===== src/rtl/periodic_irq_gen_if.sv =====
// periodic_irq_gen_if: channel control, period write, ack and interrupt signals of periodic_irq_gen
interface periodic_irq_gen_if #(
  parameter int NUM_CH = 4,
  parameter int CNT_W = 27,
  parameter int SEL_W = (NUM_CH > 1) ? $clog2(NUM_CH) : 1
);
  logic [NUM_CH-1:0] ch_en;
  logic [NUM_CH-1:0] irq_en;
  logic period_wr;
  logic [SEL_W-1:0] period_sel;
  logic [CNT_W-1:0] period_data;
  logic interrupt_ack;
  logic [NUM_CH-1:0] tick;
  logic [NUM_CH-1:0] irq_pending;
  logic [SEL_W-1:0] irq_src;
  logic interrupt;
  modport master (
    output ch_en, irq_en, period_wr, period_sel, period_data, interrupt_ack,
    input tick, irq_pending, irq_src, interrupt
  );
  modport slave (
    input ch_en, irq_en, period_wr, period_sel, period_data, interrupt_ack,
    output tick, irq_pending, irq_src, interrupt
  );
endinterface


===== src/rtl/periodic_irq_gen.sv =====
// periodic_irq_gen: per-channel programmable periodic tick plus latched, acked PicoBlaze interrupt
//   clk, reset : clock, synchronous active-high reset
//   bus        : ch_en/irq_en enables, period_wr/period_sel/period_data period writes,
//                interrupt_ack in; tick, irq_pending, irq_src, interrupt out
module periodic_irq_gen #(
  parameter int NUM_CH = 4,
  parameter int CNT_W = 27,
  parameter int PULSE_W = 3,
  parameter int DEFAULT_PERIOD = 100000000
) (
  input logic clk,
  input logic reset,
  periodic_irq_gen_if.slave bus
);
  localparam int SEL_W = (NUM_CH > 1) ? $clog2(NUM_CH) : 1;
  localparam int PW = $clog2(PULSE_W + 1);
  localparam logic [CNT_W-1:0] MIN_P = CNT_W'(PULSE_W + 1);
  logic [NUM_CH-1:0] tc, tick, pend, ack_mask;
  logic [SEL_W-1:0] src, lowest;
  logic intr;
  for (genvar i = 0; i < NUM_CH; i++) begin : g_ch
    logic [CNT_W-1:0] period, cnt, pe;
    logic [PW-1:0] rem;
    logic wr;
    // out-of-range selects match no channel, so such writes are dropped
    assign wr = bus.period_wr && bus.period_sel == SEL_W'(i);
    // clamp keeps a full low cycle between consecutive pulses
    assign pe = (period < MIN_P) ? MIN_P : period;
    assign tc[i] = bus.ch_en[i] && cnt == pe - 1'b1;
    assign tick[i] = bus.ch_en[i] && rem != '0;
    always_ff @(posedge clk) begin
      if (reset) begin
        period <= CNT_W'(DEFAULT_PERIOD);
        cnt <= '0;
        rem <= '0;
      end else begin
        if (wr) period <= bus.period_data;
        cnt <= (wr || !bus.ch_en[i] || tc[i]) ? '0 : cnt + 1'b1;
        rem <= (wr || !bus.ch_en[i]) ? '0 : tc[i] ? PW'(PULSE_W) : rem - PW'(rem != '0);
      end
    end
  end
  always_comb begin
    lowest = '0;
    for (int k = NUM_CH - 1; k >= 0; k--) if (pend[k]) lowest = SEL_W'(k);
  end
  // ack targets the registered irq_src; a same-cycle set on that channel wins
  assign ack_mask = bus.interrupt_ack ? NUM_CH'(1) << src : '0;
  always_ff @(posedge clk) begin
    if (reset) begin
      pend <= '0;
      src <= '0;
      intr <= 1'b0;
    end else begin
      pend <= (pend & ~ack_mask) | (tc & bus.irq_en);
      src <= lowest;
      intr <= |pend;
    end
  end
  assign bus.tick = tick;
  assign bus.irq_pending = pend;
  assign bus.irq_src = src;
  assign bus.interrupt = intr;
endmodule


===== src/flat_wrapper.sv =====
// flat-port wrapper written by rule: the top's interface ports become plain ports
module periodic_irq_gen_flat 
#(
  parameter int NUM_CH = 4,
  parameter int CNT_W = 27,
  parameter int PULSE_W = 3,
  parameter int DEFAULT_PERIOD = 100000000
)
  (clk, reset, bus_ch_en, bus_irq_en, bus_period_wr, bus_period_sel, bus_period_data, bus_interrupt_ack, bus_tick, bus_irq_pending, bus_irq_src, bus_interrupt);
  periodic_irq_gen_if #(.NUM_CH(NUM_CH), .CNT_W(CNT_W)) bus_i ();
  input logic clk;
  input logic reset;
  input wire logic [$bits(bus_i.ch_en)-1:0] bus_ch_en;
  input wire logic [$bits(bus_i.irq_en)-1:0] bus_irq_en;
  input wire logic [$bits(bus_i.period_wr)-1:0] bus_period_wr;
  input wire logic [$bits(bus_i.period_sel)-1:0] bus_period_sel;
  input wire logic [$bits(bus_i.period_data)-1:0] bus_period_data;
  input wire logic [$bits(bus_i.interrupt_ack)-1:0] bus_interrupt_ack;
  output wire logic [$bits(bus_i.tick)-1:0] bus_tick;
  output wire logic [$bits(bus_i.irq_pending)-1:0] bus_irq_pending;
  output wire logic [$bits(bus_i.irq_src)-1:0] bus_irq_src;
  output wire logic [$bits(bus_i.interrupt)-1:0] bus_interrupt;
  assign bus_i.ch_en = bus_ch_en;
  assign bus_i.irq_en = bus_irq_en;
  assign bus_i.period_wr = bus_period_wr;
  assign bus_i.period_sel = bus_period_sel;
  assign bus_i.period_data = bus_period_data;
  assign bus_i.interrupt_ack = bus_interrupt_ack;
  assign bus_tick = bus_i.tick;
  assign bus_irq_pending = bus_i.irq_pending;
  assign bus_irq_src = bus_i.irq_src;
  assign bus_interrupt = bus_i.interrupt;
  periodic_irq_gen #(.NUM_CH(NUM_CH), .CNT_W(CNT_W), .PULSE_W(PULSE_W), .DEFAULT_PERIOD(DEFAULT_PERIOD)) u_core (.clk(clk), .reset(reset), .bus(bus_i));
endmodule

===== config.mk =====
export PLATFORM = sky130hd
export DESIGN_NAME = periodic_irq_gen_flat
export DESIGN_NICKNAME = d
export VERILOG_FILES = /design/src/rtl/periodic_irq_gen_if.sv /design/src/rtl/periodic_irq_gen.sv /design/src/flat_wrapper.sv
export SDC_FILE = /design/constraint.sdc
export NUM_CORES = 1
export LEC_CHECK = 0
export ABC_AREA = 1
export CAP_MARGIN = 20
export CORE_UTILIZATION = 56
export DETAILED_ROUTE_END_ITERATION = 12
export HOLD_SLACK_MARGIN = 0.08
export PLACE_DENSITY = 0.77
export REMOVE_ABC_BUFFERS = 1
export SETUP_SLACK_MARGIN = 0.3
export SLEW_MARGIN = 5
export SYNTH_ARGS = -nofsm -noshare
export SYNTH_HDL_FRONTEND = slang
export SYNTH_SLANG_ARGS = --single-unit
export TNS_END_PERCENT = 30

===== constraint.sdc =====
create_clock -name clk -period 3 [get_ports clk]
set_input_delay 0.3 -clock clk [delete_from_list [all_inputs] [get_ports clk]]
set_output_delay 0.3 -clock clk [all_outputs]
set_load 0.02 [all_outputs]

==> results.cfg <==
[status]
status = finished, final reports clean

[place]
hpwl_mm = 31.2
routabilityCongestion = 0.969
io_buffer_count = 51
dp.cells = 2612

[grt]
grt_util_all_layers_pct = 33.3
grt_pass1_wl_mm = 70.5
antenna_found_initial = 0
grt_pass1_vias = 14033
overflow = 0
grt_max_degree = 40

[sta]
hold_slack_ns = 0.363
fin_crit_ns = 2.95
slew_viol_final = 0
worst_slew_pin_slew_ns = 0.838
tns_ns = 0
fmax_mhz = 339
finalCritPeriodShare_pct = 98.2
rsz0062_at_grt = yes
finalHoldViolations = 0
setup_violations = 0
relSlewSlack_pct = 44.0
skew_ns = 0.0114

[logic_synthesis]
syn_area_um2 = 14500
avgSynthCellArea_um2 = 6.62
seq_area_frac_synth_pct = 32.0
synth_top_cell_by_area = dfxtp_1
syn-instance-count = 2185
synth_top_cells_by_area = dfxtp_1 (32%), nand2_1 (12%), nor2_1 (9.8%)
yosysWarnings = 0
yosysUniqueCellTypes = 45
synth_top_area_share_pct = 32.0
synth-seq-cells = 231

[power]
pwr-share-clk_pct = 41.4
p_sw_mw = 2.20
pwr-share-seq_pct = 42.1
power.leakage_nw = 7.50
power_density_nw_per_um2 = 411
internal-power_mw = 5.52
combinationalPowerShare_pct = 16.4
irDropWorstVdd_mv = 0.480
p_sw_share_pct = 28.5

[worst_setup_path]
cp.arrival_ns = 3.38
worstPathRequired_ns = 3.43
crit_type = reg2reg
worstSetupStartpointType = flop
crit_path_end_kind = flop
path_max_fanout = 7

[clock_network]
cts-root-buf = clkbuf_16
numClockSinks = 231
numCtsBuffers = 26
clk_pin_slew_ns = 0.06
hold_buffers = 0
ctsHtreeMaxLevel = 1
cts_tree = yes
cts_max_path_buffers = 3
insertion_delay_ns = 0.54

[cells_and_area]
area_delta_synth_final_pct = 29.8
stdcell_count = 2771
nNetsFinal = 2473
layout-drive-gt1-share_pct = 23.1
diodes = 0

[detailed_routing]
first_pass_iters = 6
wl_per_cell_um = 16.5
vias_per_cell = 5.46
drtAntennaViolNets = 0
wirelength_mm = 45.8
via_count = 15142
route.detailed.drc = 0
drt_iter0_markers = 1465

[flow_run]
cap_violations = 0

[floorplan]
core_region_area_um2 = 25300
die_area_um2 = 26500
initial_core_util_pct = 57.3
io_pins = 52
die_w_um = 163
rows = 58
die_h_um = 163

[min_path]
min_path_type = in2reg
layer usage:
layer / global-route usage, % / vias up / routed length, um
met5: 0 / - / 0
met4: 12.8 / 0 / 1950
met3: 2.83 / 116 / 2580
met2: 55.6 / 537 / 21200
met1: 44.5 / 7008 / 20000
li1: - / 7481 / -
cell type report:
class	instances	area, um^2
multi-input cells	1622	9410
fillers	1953	6480
flip-flops and latches	231	4720
repair buffers	254	2300
inverters	289	1090
clock buffers	32	704
well taps	330	413
clock inverters	13	141
worst paths after layout:
| check | depth (start not counted) | start | endpoint | slack (ns) |
|---|---|---|---|---|
| max | 23 | u_core.g_ch[1].period[22]$_SDFFE_PP1P_ | u_core.g_ch[1].cnt[3]$_SDFF_PP0_ | 0.05 |
| min | 3 | bus_irq_en[3] | u_core.bus.irq_pending[3]$_SDFF_PP0_ | 0.36 |
| max reg2reg | 23 | u_core.g_ch[1].period[22]$_SDFFE_PP1P_ | u_core.g_ch[1].cnt[3]$_SDFF_PP0_ | 0.05 |
| min reg2reg | 2 | u_core.g_ch[0].rem[1]$_SDFF_PP0_ | u_core.g_ch[0].rem[1]$_SDFF_PP0_ | 0.48 |
power groups by stage:
stage | sequential, mW | clock, mW | combinational, mW
2_1_floorplan | 3.28 | 0 | 0.649
3_3_place_gp | 3.29 | 0 | 1.03
3_5_place_dp | 3.29 | 0 | 1.05
4_1_cts | 3.24 | 3.22 | 1.16
5_1_grt | 3.26 | 3.33 | 1.38
6_report | 3.25 | 3.20 | 1.27
cells in the mapped netlist, drive strengths merged:
cell / n
a21boi: 1
a21o: 2
a21oi: 60
a22oi: 1
a31oi: 2
and2: 7
buf: 12
clkbuf: 37
clkinv: 2
dfxtp: 231
ha: 8
inv: 287
nand2: 460
nand3: 180
nand3b: 15
nand4: 58
nor2: 410
nor3: 68
nor3b: 13
nor4: 25
o211ai: 26
o21a: 1
o21ai: 78
o21bai: 10
o31ai: 2
or2: 3
or4: 1
xnor2: 54
xnor3: 6
xor2: 125
worst max-delay path, cell delays in order, from the launching register on:
cell and delay [ns]:
dfxtp_2 0.34, nor2_4 0.12, buf_4 0.12, buf_4 0.09
buf_4 0.09, buf_4 0.09, buf_4 0.09, buf_4 0.09
buf_4 0.10, buf_4 0.10, buf_4 0.09, buf_4 0.11
nand2_1 0.06, nor3_2 0.25, nand3_1 0.15, nand2_2 0.11
nand2_1 0.06, nand2_1 0.08, nand3_2 0.12, nor2_4 0.16
buf_12 0.12, nand2_8 0.09, nand2_8 0.14, nor3b_2 0.06
cell usage in the layout, fill, tap and decap left out, types with 5 or more instances in the layout:
master	netlist	routed
buf_4	2	176
xor2_1	125	125
nand3b_1	15	15
buf_12	0	7
nor2_2	25	81
nand3_4	3	9
buf_16	0	5
nor2_1	377	283
nor3_2	17	23
nand3_2	8	20
dfxtp_4	0	12
buf_6	7	13
dfxtp_2	0	41
nand2_1	453	424
dfxtp_1	231	178
nand2_2	6	32
o21ai_0	78	77
xnor3_1	6	6
nand3_1	169	154
xnor2_1	54	53
a21oi_1	60	56
and2_1	7	7
clkdlybuf4s50_1	0	51
o211ai_1	26	26
inv_2	6	19
nor4_1	22	21
o21bai_1	10	10
inv_1	281	267
nor3_1	51	45
clkbuf_16	0	28
nor2_4	8	46
nor3b_2	2	8
nand4_1	54	54
state kept, by name (all words and copies together) (netlist names):
| signal | flops |
|---|---|
| u_core.g_ch.cnt | 108 |
| u_core.bus.interrupt | 1 |
| u_core.bus.irq_src | 2 |
| u_core.bus.irq_pending | 4 |
| u_core.g_ch.period | 108 |
| u_core.g_ch.rem | 8 |
logic make-up after synthesis:
logic type               after synthesis  share of synthesized area, %
AO/OA/AOI/OAI                        183                          7.10
XOR/XNOR                             185                          11.8
adder cells (fa/ha/maj)                8                         0.692
flip-flops                           231                          32.0
AND/OR/NAND/NOR                     1240                          39.3
buffers and inverters                338                          9.19
repair_timing:
action,4_1_cts,5_1_grt
gates cloned,11,1
buffers inserted,72,29
resized for setup,160,161
pin swaps,80,93
setup endpoints to repair,118,120
through the flow:
step	util, %	power [mW]	setup slack, ns	cell area (um^2)
global placement	62.9	4.32	-0.0381	15900
finish	74.3	7.72	0.0525	18800
detailed placement	62.9	4.34	-0.113	15900
global route	74.3	7.97	-0.0258	18800
floorplan	-	3.93	-0.189	14200
CTS	71.2	7.62	0.211	18000
Note: power is estimated with default switching activity, not from simulation.
==> variant 1: new RTL, same settings <==
`DEFAULT_PERIOD` is set to 100000000 in 2 places; all go to 75000000.
--- a/src/rtl/periodic_irq_gen.sv
+++ b/src/rtl/periodic_irq_gen.sv
@@ -6,7 +6,7 @@
   parameter int NUM_CH = 4,
   parameter int CNT_W = 27,
   parameter int PULSE_W = 3,
-  parameter int DEFAULT_PERIOD = 100000000
+  parameter int DEFAULT_PERIOD = 75000000
 ) (
   input logic clk,
   input logic reset,
--- a/src/flat_wrapper.sv
+++ b/src/flat_wrapper.sv
@@ -4,7 +4,7 @@
   parameter int NUM_CH = 4,
   parameter int CNT_W = 27,
   parameter int PULSE_W = 3,
-  parameter int DEFAULT_PERIOD = 100000000
+  parameter int DEFAULT_PERIOD = 75000000
 )
   (clk, reset, bus_ch_en, bus_irq_en, bus_period_wr, bus_period_sel, bus_period_data, bus_interrupt_ack, bus_tick, bus_irq_pending, bus_irq_src, bus_interrupt);
   periodic_irq_gen_if #(.NUM_CH(NUM_CH), .CNT_W(CNT_W)) bus_i ();
Function: same outputs for any inputs over 4 cycles, from zero or initial values and one cycle with reset high; that may be too few to reach the edited logic, so the function may still have changed.
==> variant 1 against the original RTL <==
Non-clock buffer count down 12; largest cell class unchanged; sequential cell count unchanged; synthesized area is 2.2% lower; via count down 3.6%; setup slack better by 0.083 ns; routed wire length down 5.1%; critical path type unchanged; power decreased by 1.2%; design area fell by 4.0%; largest power group is now clock.
==> variant 1: results (changes against the original RTL) <==
* Placed cells at 2,560 (-2.0%)
* Slew Limit Headroom at 11.2% (-33 points)
* Top cells by count, synth: 434 x nand2_1, 373 x nor2_1, 288 x inv_1
* Post-Synth XOR/XNOR Area at 13.0% (+1.2 points)
* Number of global-route vias before repair at 13,900 (-1.1%)
* Routing usage on met2 at 56.1% (+0.52 points)
* Sequential share of the synthesized area at 32.7% (+0.72 points)
* Count of non-CTS inverters in the layout at 294 (+1.7%)
* Hold wc startpoint: bus_irq_en[2]
* Global-route wire length before repair at 69,200 µm (-1.9%)
* Plain + repair buffers at 242 (-4.7%)
* Non-clock buffer share at 11.4% (-0.84 points)
* Top post-synthesis cells by area: dfxtp_1 33%, nand2_1 12%, nor2_1 9.9%
* Via count at 14,600 (-3.6%)
* Multi-input combinational cell area at 8910 µm² (-5.3%)
* Synth Area in Adders at 0.708% (+0.016 points)
* Compound-Gate Fraction of Synth Area at 7.36% (+0.27 points)
* DR pass1 iterations at 5 (-1)
* Placed inst area at 15,600 µm² (-1.8%)
* Pleak at 7.59 nW (+1.3%)
* Reg2reg start: u_core.g_ch[2].period[9]
* GP Congestion at 0.946 (-2.4%)
* Clkbuf count at 40 (+25%)
* DPL Wire Length at 30,100 µm (-3.5%)
* Status: complete, no violations
* Area growth syn-to-layout at 27.5%
* CP max FO at 9 (+2)
* Worst Reg-to-Reg Cells at 24 (+4.3%)
* Post_cts resized at 138 (-14%)
* ClkCell Share at 4.80% (+0.29 points)
* Count of multi-input gates at 1,566 (-3.5%)
* GRT met3 Usage at 3.02% (+0.20 points)
* Met1 usage at 43.3% (-1.2 points)
* Total Power at 7.63 mW (-1.2%)
* Combinational share of power at 14.9% (-1.5 points)
* Synthesized area per cell at 6.64 µm² (+0.36%)
* Fin Hold WS at 0.346 ns (-0.0163 ns)
* Worst EP arrival at 3.30 ns (-0.08 ns)
* Seq area share at 26.0% (+0.83 points)
* Final #Nets at 2,410 (-2.5%)
* Non-Filler Instances at 2,701 (-2.5%)
* Clock group share of total power at 42.7% (+1.3 points)
* Per-cell routed wire length at 16.1 µm (-2.7%)
* Tot GR Track Use at 33.1% (-0.14 points)
* Fill cells at 1,967 (+0.72%)
* Sw power at 2.03 mW (-7.7%)
* Post-CTS setup buffer count at 70 (-2.8%)
* M1 wire length at 19,000 µm (-5.1%)
-- variant 1: cell types whose count changed after synthesis, moves of 9 or more --
cell	unedited run	this run
a21oi_1	60	74
nand2_1	453	434
nand3_1	169	148
nand4_1	54	44
nor3_2	17	3
o211ai_1	26	17
o21ai_0	78	88
-- variant 1: how the worst max path moves through the flow --
stage | startpoint | to | slack, ns | cells after the start
3_5_place_dp | u_core.g_ch[1].period[13] | u_core.g_ch[1].cnt[19] | -0.06 | 21
5_1_grt | u_core.g_ch[2].period[12] | u_core.g_ch[2].cnt[7] | -0.01 | 24
2_1_floorplan | u_core.g_ch[1].period[9] | u_core.g_ch[1].cnt[19] | 0.26 | 23
4_1_cts | u_core.g_ch[2].period[14] | u_core.g_ch[2].cnt[15] | 0.18 | 21
6_report | u_core.g_ch[2].period[9] | u_core.g_ch[2].cnt[15] | 0.14 | 24
3_3_place_gp | u_core.g_ch[1].period[13] | u_core.g_ch[1].cnt[13] | 0.01 | 23
==> variant 2: new RTL, same settings <==
Without the edit above. Reset style: asynchronous (`reset`), changed in 2 clocked blocks. Comments in the files are not updated.
--- a/src/rtl/periodic_irq_gen.sv
+++ b/src/rtl/periodic_irq_gen.sv
@@ -28,7 +28,7 @@
     assign pe = (period < MIN_P) ? MIN_P : period;
     assign tc[i] = bus.ch_en[i] && cnt == pe - 1'b1;
     assign tick[i] = bus.ch_en[i] && rem != '0;
-    always_ff @(posedge clk) begin
+    always_ff @(posedge clk or posedge reset) begin
       if (reset) begin
         period <= CNT_W'(DEFAULT_PERIOD);
         cnt <= '0;
@@ -46,7 +46,7 @@
   end
   // ack targets the registered irq_src; a same-cycle set on that channel wins
   assign ack_mask = bus.interrupt_ack ? NUM_CH'(1) << src : '0;
-  always_ff @(posedge clk) begin
+  always_ff @(posedge clk or posedge reset) begin
     if (reset) begin
       pend <= '0;
       src <= '0;
Behaviour: differs if reset is asserted again (counterexample within 10 cycles, from zero or initial values and one cycle with reset high); with reset held inactive, the same outputs for 10 cycles.
==> variant 2 against the original RTL <==
Sequential cell count unchanged; design area up 0.34%; critical endpoint is now u_core.g_ch[0].rem[0]; routed wire length decreased by 7.3%; count of clock-buffer cells in the layout is 6 higher; setup slack worse by 0.050 ns; synthesized area up 1.9%; first-iteration DRC count decreased by 24%.
Power is not compared: it rests on default switching activity, and its combinational part moved more than twofold at a synthesized area within 25%.
==> variant 2: results (changes against the original RTL) <==
* Status: complete, no violations
* Pre-CTS setup slack at -0.221 ns (-0.108 ns)
* Post-route setup slack at 0.00249 ns (-0.0500 ns)
* Share of post-route cells with drive strength above 1 at 21.9% (-1.2 points)
* Layout Skew at 0.0133 ns (+0.00190 ns)
* Critical path's largest stage delay at 0.38 ns (+0.04 ns)
* Routing usage on met2 at 54.9% (-0.70 points)
* Fraction of registers with async set/reset at 100% (+100 points)
* Post-Synth XOR/XNOR Area at 11.8% (+0.023 points)
* Largest net degree at the start of global routing at 88 (+120%)
* Sequential share of the synthesized area at 39.6% (+7.6 points)
* Post-synthesis cell count at 2,057 (-5.9%)
* GP Congestion at 0.934 (-3.6%)
* WL final at 42,500 µm (-7.3%)
* Final #Nets at 2,332 (-5.7%)
* Reg2reg setup slack at 0.002 ns (-0.05 ns)
* Top cells by count, synth: 470 x nand2_1, 379 x nor2_1, 287 x inv_1
* Met2 WL at 21,200 µm (-0.22%)
* Via count at 14,200 (-6.3%)
* DR pass1 iterations at 5 (-1)
* Worst hold path type: in -> async
* CP Launch Type: register
* Met1 usage at 39.4% (-5.0 points)
* Fill cells at 2,045 (+4.7%)
* DPL Wire Length at 30,200 µm (-3.4%)
* Post-synthesis mux area share at 0% (unchanged)
* Placed cells at 2,551 (-2.3%)
* Worst-Margin Slew at 0.989 ns (+0.151 ns)
* Top post-synthesis cells by area: dfrtp_1 31%, nand2_1 12%, nor2_1 9.7%
* Fin Hold WS at 0.235 ns (-0.128 ns)
* Slowest CP cell: dfrtp_1
* Synth Area in Adders at 0.679% (-0.013 points)
* Top_reg_cell synth: dfrtp_1
* CP max FO at 4 (-3)
* Synth cell types at 35 (-22%)
* Global-route wire length before repair at 66,200 µm (-6.2%)
* Per-cell routed wire length at 16.1 µm (-2.6%)
[variant 2: where the power goes]
part / total (mW) / switching, mW / internal [mW] / leakage (nW)
clock network: 3.49 / 1.29 / 2.20 / 0.480
registers: 3.68 / 0.229 / 3.45 / 2.95
logic: 2.76 / 1.62 / 1.14 / 5.14
[variant 2: area by class of cell]
type	count	area (µm²)	share of cell area (%)
Clock inverter	10	154	0.817
Tap cell	335	419	2.23
Multi-Input combinational cell	1504	8600	45.7
Sequential cell	231	5840	31.0
Clock buffer	38	807	4.28
Inverter	298	1130	5.99
Timing Repair Buffer	222	1890	10.0
[variant 2: repair_timing]
item | 4_1_cts | 5_1_grt
cloned | 7 | 3
pin swaps | 46 | 62
setup endpoints to repair | 120 | 120
buffers inserted | 20 | 9
resized for setup | 114 | 138
hold buffers | 0 | 0
[variant 2: worst reg2reg max path, delay by kind of cell (launching register included)]
kind	cells	cell delay, ns
xor+xnor	1	0.15
fa+ha+maj	1	0.15
simple gates	12	1.74
flops	1	0.38
compound gates	2	0.22
buf+inv	2	0.26
